===== src/rtl/xoodoo_absorb_ctrl_sca.sv =====
// Absorb controller for a masked Xoodoo state. It steers share-pair words into lanes, injects the
// domain constant into lane 11 share 1, and can kick off the permutation, one block at a time.
module xoodoo_absorb_ctrl_sca #(
    parameter int MAX_WORDS = 12
) (
    input  logic        clk,
    input  logic        rst,
    input  logic        blk_start_i,
    input  logic [3:0]  blk_len_i,
    input  logic [31:0] blk_domain_i,
    input  logic        blk_perm_i,
    input  logic [63:0] din_data,
    input  logic        din_valid,
    output logic        din_ready,
    output logic [63:0] word_out,
    output logic [3:0]  word_index_out,
    output logic        word_enable_out,
    output logic [31:0] domain_out,
    output logic        domain_enable_out,
    output logic        start_out,
    input  logic        perm_done_i,
    output logic        busy_o,
    output logic        done_o
);

    typedef enum logic [2:0] {IDLE, ABSORB, DOMAIN, START, WAIT, DONE} state_t;

    localparam logic [3:0] MAX_LEN = 4'(MAX_WORDS);

    state_t      state_reg;
    logic [3:0]  cnt_reg;
    logic [3:0]  len_reg;
    logic [31:0] domain_reg;
    logic        perm_reg;
    logic        din_ready_reg;
    logic        domain_en_reg;
    logic        start_reg;
    logic        busy_reg;
    logic        done_reg;

    logic [3:0]  len_clamped;
    logic        transfer;

    assign len_clamped = (blk_len_i > MAX_LEN) ? MAX_LEN : blk_len_i;
    // The data word is never inspected; it only passes through, so the two shares stay apart.
    assign transfer    = din_valid & din_ready_reg;

    always_ff @(posedge clk) begin
        if (rst) begin
            state_reg     <= IDLE;
            cnt_reg       <= 4'd0;
            len_reg       <= 4'd0;
            domain_reg    <= 32'd0;
            perm_reg      <= 1'b0;
            din_ready_reg <= 1'b0;
            domain_en_reg <= 1'b0;
            start_reg     <= 1'b0;
            busy_reg      <= 1'b0;
            done_reg      <= 1'b0;
        end else begin
            case (state_reg)
                IDLE: begin
                    if (blk_start_i) begin
                        len_reg    <= len_clamped;
                        domain_reg <= blk_domain_i;
                        perm_reg   <= blk_perm_i;
                        cnt_reg    <= 4'd0;
                        busy_reg   <= 1'b1;
                        if (len_clamped != 4'd0) begin
                            state_reg     <= ABSORB;
                            din_ready_reg <= 1'b1;
                        end else begin
                            state_reg     <= DOMAIN;
                            domain_en_reg <= 1'b1;
                        end
                    end
                end
                ABSORB: begin
                    if (transfer) begin
                        // The counter parks on the last lane so the index stays meaningful.
                        if (cnt_reg == len_reg - 4'd1) begin
                            state_reg     <= DOMAIN;
                            din_ready_reg <= 1'b0;
                            domain_en_reg <= 1'b1;
                        end else begin
                            cnt_reg <= cnt_reg + 4'd1;
                        end
                    end
                end
                DOMAIN: begin
                    domain_en_reg <= 1'b0;
                    if (perm_reg) begin
                        state_reg <= START;
                        start_reg <= 1'b1;
                    end else begin
                        state_reg <= DONE;
                        done_reg  <= 1'b1;
                    end
                end
                START: begin
                    start_reg <= 1'b0;
                    state_reg <= WAIT;
                end
                WAIT: begin
                    if (perm_done_i) begin
                        state_reg <= DONE;
                        done_reg  <= 1'b1;
                    end
                end
                DONE: begin
                    done_reg  <= 1'b0;
                    busy_reg  <= 1'b0;
                    state_reg <= IDLE;
                end
                default: begin
                    state_reg     <= IDLE;
                    din_ready_reg <= 1'b0;
                    domain_en_reg <= 1'b0;
                    start_reg     <= 1'b0;
                    busy_reg      <= 1'b0;
                    done_reg      <= 1'b0;
                end
            endcase
        end
    end

    assign din_ready         = din_ready_reg;
    assign word_out          = din_data;
    assign word_index_out    = cnt_reg;
    assign word_enable_out   = transfer;
    assign domain_out        = domain_reg;
    assign domain_enable_out = domain_en_reg;
    assign start_out         = start_reg;
    assign busy_o            = busy_reg;
    assign done_o            = done_reg;

endmodule


===== config.mk =====
export PLATFORM = sky130hd
export DESIGN_NAME = xoodoo_absorb_ctrl_sca
export DESIGN_NICKNAME = d
export VERILOG_FILES = /design/src/rtl/xoodoo_absorb_ctrl_sca.sv
export SDC_FILE = /design/constraint.sdc
export NUM_CORES = 1
export LEC_CHECK = 0
export CAP_MARGIN = 25
export CORE_MARGIN = 1
export CORE_UTILIZATION = 35
export CTS_CLUSTER_DIAMETER = 100
export DETAILED_ROUTE_END_ITERATION = 8
export PLACE_DENSITY = 0.88
export SETUP_SLACK_MARGIN = 0.3
export SLEW_MARGIN = 25
export SYNTH_ARGS = -nofsm -noshare
export SYNTH_HDL_FRONTEND = slang
export SYNTH_SLANG_ARGS = --single-unit

===== constraint.sdc =====
create_clock -name clk -period 5.05 [get_ports clk]
set_input_delay 0.505 -clock clk [delete_from_list [all_inputs] [get_ports clk]]
set_output_delay 0.505 -clock clk [all_outputs]
set_load 0.005 [all_outputs]

==> results.ini <==
[setup_path]
setup.worst_path.start_class = input port
rrSetupSlack_ps = 3040
cpMaxStageDelayCell = sky130_fd_sc_hd__clkdlybuf4s50_1
worst_path_bufs_invs = 2
critical-path-top-delay-family = buffers and inverters
cp_max_stage_delay_ps = 520
crit-reg2reg-capture = word_index_out[2]
timing.rr.start = state_reg[0]
path_cells = clkdlybuf4s50_1 > and2_1 > clkdlybuf4s50_1
reg2regPathDepth = 5
end_kind = output pin
timing.setup.critical_path_class = in2out
required_ps = 4550
critPathArrivalTime_ps = 1710
cp_num_cells = 3
most_frequent_cell_on_critical_path = sky130_fd_sc_hd__clkdlybuf4s50_1
crit_fanout = 2

[synth]
postSynthRegisterBits = 49
synth.distinct_cells = 44
post-synth-top-count-cell = sky130_fd_sc_hd__nand2_1
postSynthCellCount = 329
post_synth_instance_area_mm2 = 0.002595
yosys_warnings = 0
ys.flop_type = sky130_fd_sc_hd__dfxtp_1
ys_async_sr_fraction = 0
synth-seq-area-share = 0.3780
syn_area_per_cell_um2 = 7.888
netlist_top_cells_area = sky130_fd_sc_hd__dfxtp_1 38%, sky130_fd_sc_hd__buf_4 19%, sky130_fd_sc_hd__nand2_1 12%
syn-num-nets = 437
synth_top_area_frac = 0.3780
synthDominantAreaCellType = sky130_fd_sc_hd__dfxtp_1
ys_top_cells_by_count = 81 x sky130_fd_sc_hd__nand2_1, 65 x sky130_fd_sc_hd__buf_4, 49 x sky130_fd_sc_hd__dfxtp_1
synth-edff-count = 0

[cts]
cts_sinks = 49
tritoncts = done
cts.path.max_buffers = 2
post-cts-setup-buffers = 0
cts.clk_slew.worst_paths_ps = 90
cts-buffers-inserted = 5
cts_htree_levels = 2
root_buf_cell = sky130_fd_sc_hd__clkbuf_8
clk_latency_ps = 290
cts.hold.buffers_added = 0
ctsResizeCount = 0

[timing]
worst_hold_slack_ps = 457.9
fmaxAchievable_ghz = 0.4522
finalWorstPathRequiredPeriod_ps = 2211
setup_viol = 0
rsz0062_at_grt = false
hold_violations = 0
worstMarginPinSlew_ps = 879.6
final_max_slew_viol_count = 0
fin_worst_skew_ps = 4.281
fin_setup_tns_ps = 0
period_share = 0.4379
slew_headroom = 0.4082

[final_layout]
layout-area-overhead-vs-synth_pct = 19.82
fraction_of_the_core_area_covered_by_cells_at_the_end_of_the_flow = 0.4310
n_antenna_cell = 0
largest_register_ffs = 32
num-fill-cells = 746
fraction_of_final_layout_cells_sized_beyond_drive_strength_1 = 0.05882
register_area_um2 = 980.9
layoutNonFillerInstCount = 439
area_of_the_multi_input_gates_mm2 = 0.001028
nNetsFinal = 447

[global_routing]
grt_total_usage = 0.1436
grt_pass1_wl_mm = 8.769
grt_max_degree = 49
total_global_routing_overflow = 0
grt_pass1_vias = 1964
antenna_found_initial = 0

[floorplanning]
core_area_mm2 = 0.007214
fp.dieArea_mm2 = 0.007762
io_pins = 212
die_h_um = 88.11
rows = 31
initial_standard_cell_utilization_of_the_core = 0.3597
fp.dieW_um = 88.11

[power_and_ir_drop]
p_leak_nw = 1.145
netsw_mw = 0.2639
sequentialPowerShare = 0.473
worst_ir_drop_vdd_mv = 0.1463
power.share.switching = 0.2774
internal-power_mw = 0.6875
share_clk_of_total_power = 0.297
pwr_density_cell_mw_per_mm2 = 306.0
power.share.combinational = 0.230

[min_path]
hold_path.startpoint = domain_out[1]
hold_class = reg2reg
holdPathStages = 2
holdPathEnd = domain_out[1]

[placed_design]
detailed_place_hpwl_mm = 3.973
place_inst = 431
finalWeightedCongestion = 0.7983
placement.io_buffers = 83

[run_status]
run_status = completed

[drt]
post-route-drc-count = 0
routed_wire_length_per_instance_um = 12.99
detail-route-antenna-nets = 0
routed_wl_mm = 5.702
dr_total_vias = 2136
route.detailed.vias_per_inst = 4.866
drt_first_pass_iters = 4
drtIter0Drc = 91

[run]
max-cap-violations = 0

per-stage QoR:
| step | total power [mW] | instance area (um2) | worst slack (ps) |
|---|---|---|---|
| after floorplan | 0.6089 | 2595 | 3425 |
| after global placement | 0.6694 | 2997 | 2677 |
| after detailed placement | 0.6778 | 2997 | 2625 |
| after CTS | 0.9633 | 3109 | 2831 |
| after global routing | 1.002 | 3109 | 2779 |
| final | 0.9514 | 3109 | 2839 |
cell usage in the layout (no fill, tap or decap), types with 2 or more instances in the layout:
| cell type | count |
|---|---|
| sky130_fd_sc_hd__dfxtp_1 | 49 |
| sky130_fd_sc_hd__clkbuf_8 | 5 |
| sky130_fd_sc_hd__nor3_1 | 4 |
| sky130_fd_sc_hd__o22ai_1 | 2 |
| sky130_fd_sc_hd__a21oi_1 | 43 |
| sky130_fd_sc_hd__buf_4 | 2 |
| sky130_fd_sc_hd__nand2b_1 | 4 |
| sky130_fd_sc_hd__o21ai_0 | 6 |
| sky130_fd_sc_hd__a2bb2oi_1 | 2 |
| sky130_fd_sc_hd__nor4_1 | 2 |
| sky130_fd_sc_hd__nand2_1 | 81 |
| sky130_fd_sc_hd__clkdlybuf4s50_1 | 82 |
| sky130_fd_sc_hd__and3_1 | 2 |
| sky130_fd_sc_hd__ha_1 | 2 |
| sky130_fd_sc_hd__xnor2_1 | 3 |
| sky130_fd_sc_hd__nand3_1 | 4 |
| sky130_fd_sc_hd__nor2_1 | 12 |
| sky130_fd_sc_hd__inv_1 | 6 |
area by class of cell:
class                      instances  area share
inverter                           6    0.007243
tap                               99     0.03984
clock buffer                       5     0.02213
sequential                        49      0.3155
multi-input combinational        192      0.3308
timing repair buffer              85      0.2704
clock inverter                     3     0.01408
worst reg2reg max path: cells and delay by family (launching register included):
kind            cells  cell delay, ps
compound gates      4             900
flops               1             820
simple gates        1             190
routing by layer:
layer	track usage	part of all wire	routed length, um
met1	0.1674	0.43	2432
met2	0.2319	0.46	2616
met4	0.08358	0.030	173
met3	0.04618	0.084	480
met5	0	0	0
kinds of logic (layout without fill, tap and decap cells):
kind of cell / Yosys count / count (layout) / share of synthesized area
simple gates: 120 / 120 / 0.2150
buf+inv: 88 / 99 / 0.2257
compound gates: 64 / 64 / 0.1447
flops: 49 / 49 / 0.3780
xor+xnor: 5 / 5 / 0.02314
fa+ha+maj: 2 / 2 / 0.009642
mux: 1 / 1 / 0.003857
power groups by stage:
stage	clock network [mW]	registers (mW)	logic, mW
global placement	0	0.456	0.213
floorplan	0	0.447	0.162
detailed placement	0	0.459	0.219
CTS	0.293	0.450	0.220
finish	0.283	0.450	0.218
global route	0.306	0.455	0.241
worst max path at each step:
stage	from	endpoint	slack, ps
after floorplan	len_reg[0]	word_index_out[2]	3430
after detailed placement	blk_len_i[3]	state_reg[0]	2620
final	din_valid	word_enable_out	2840
after global placement	blk_len_i[3]	state_reg[0]	2680
after CTS	din_valid	word_enable_out	2830
after global routing	din_valid	word_enable_out	2780
Power figures use the tool's default switching activity.
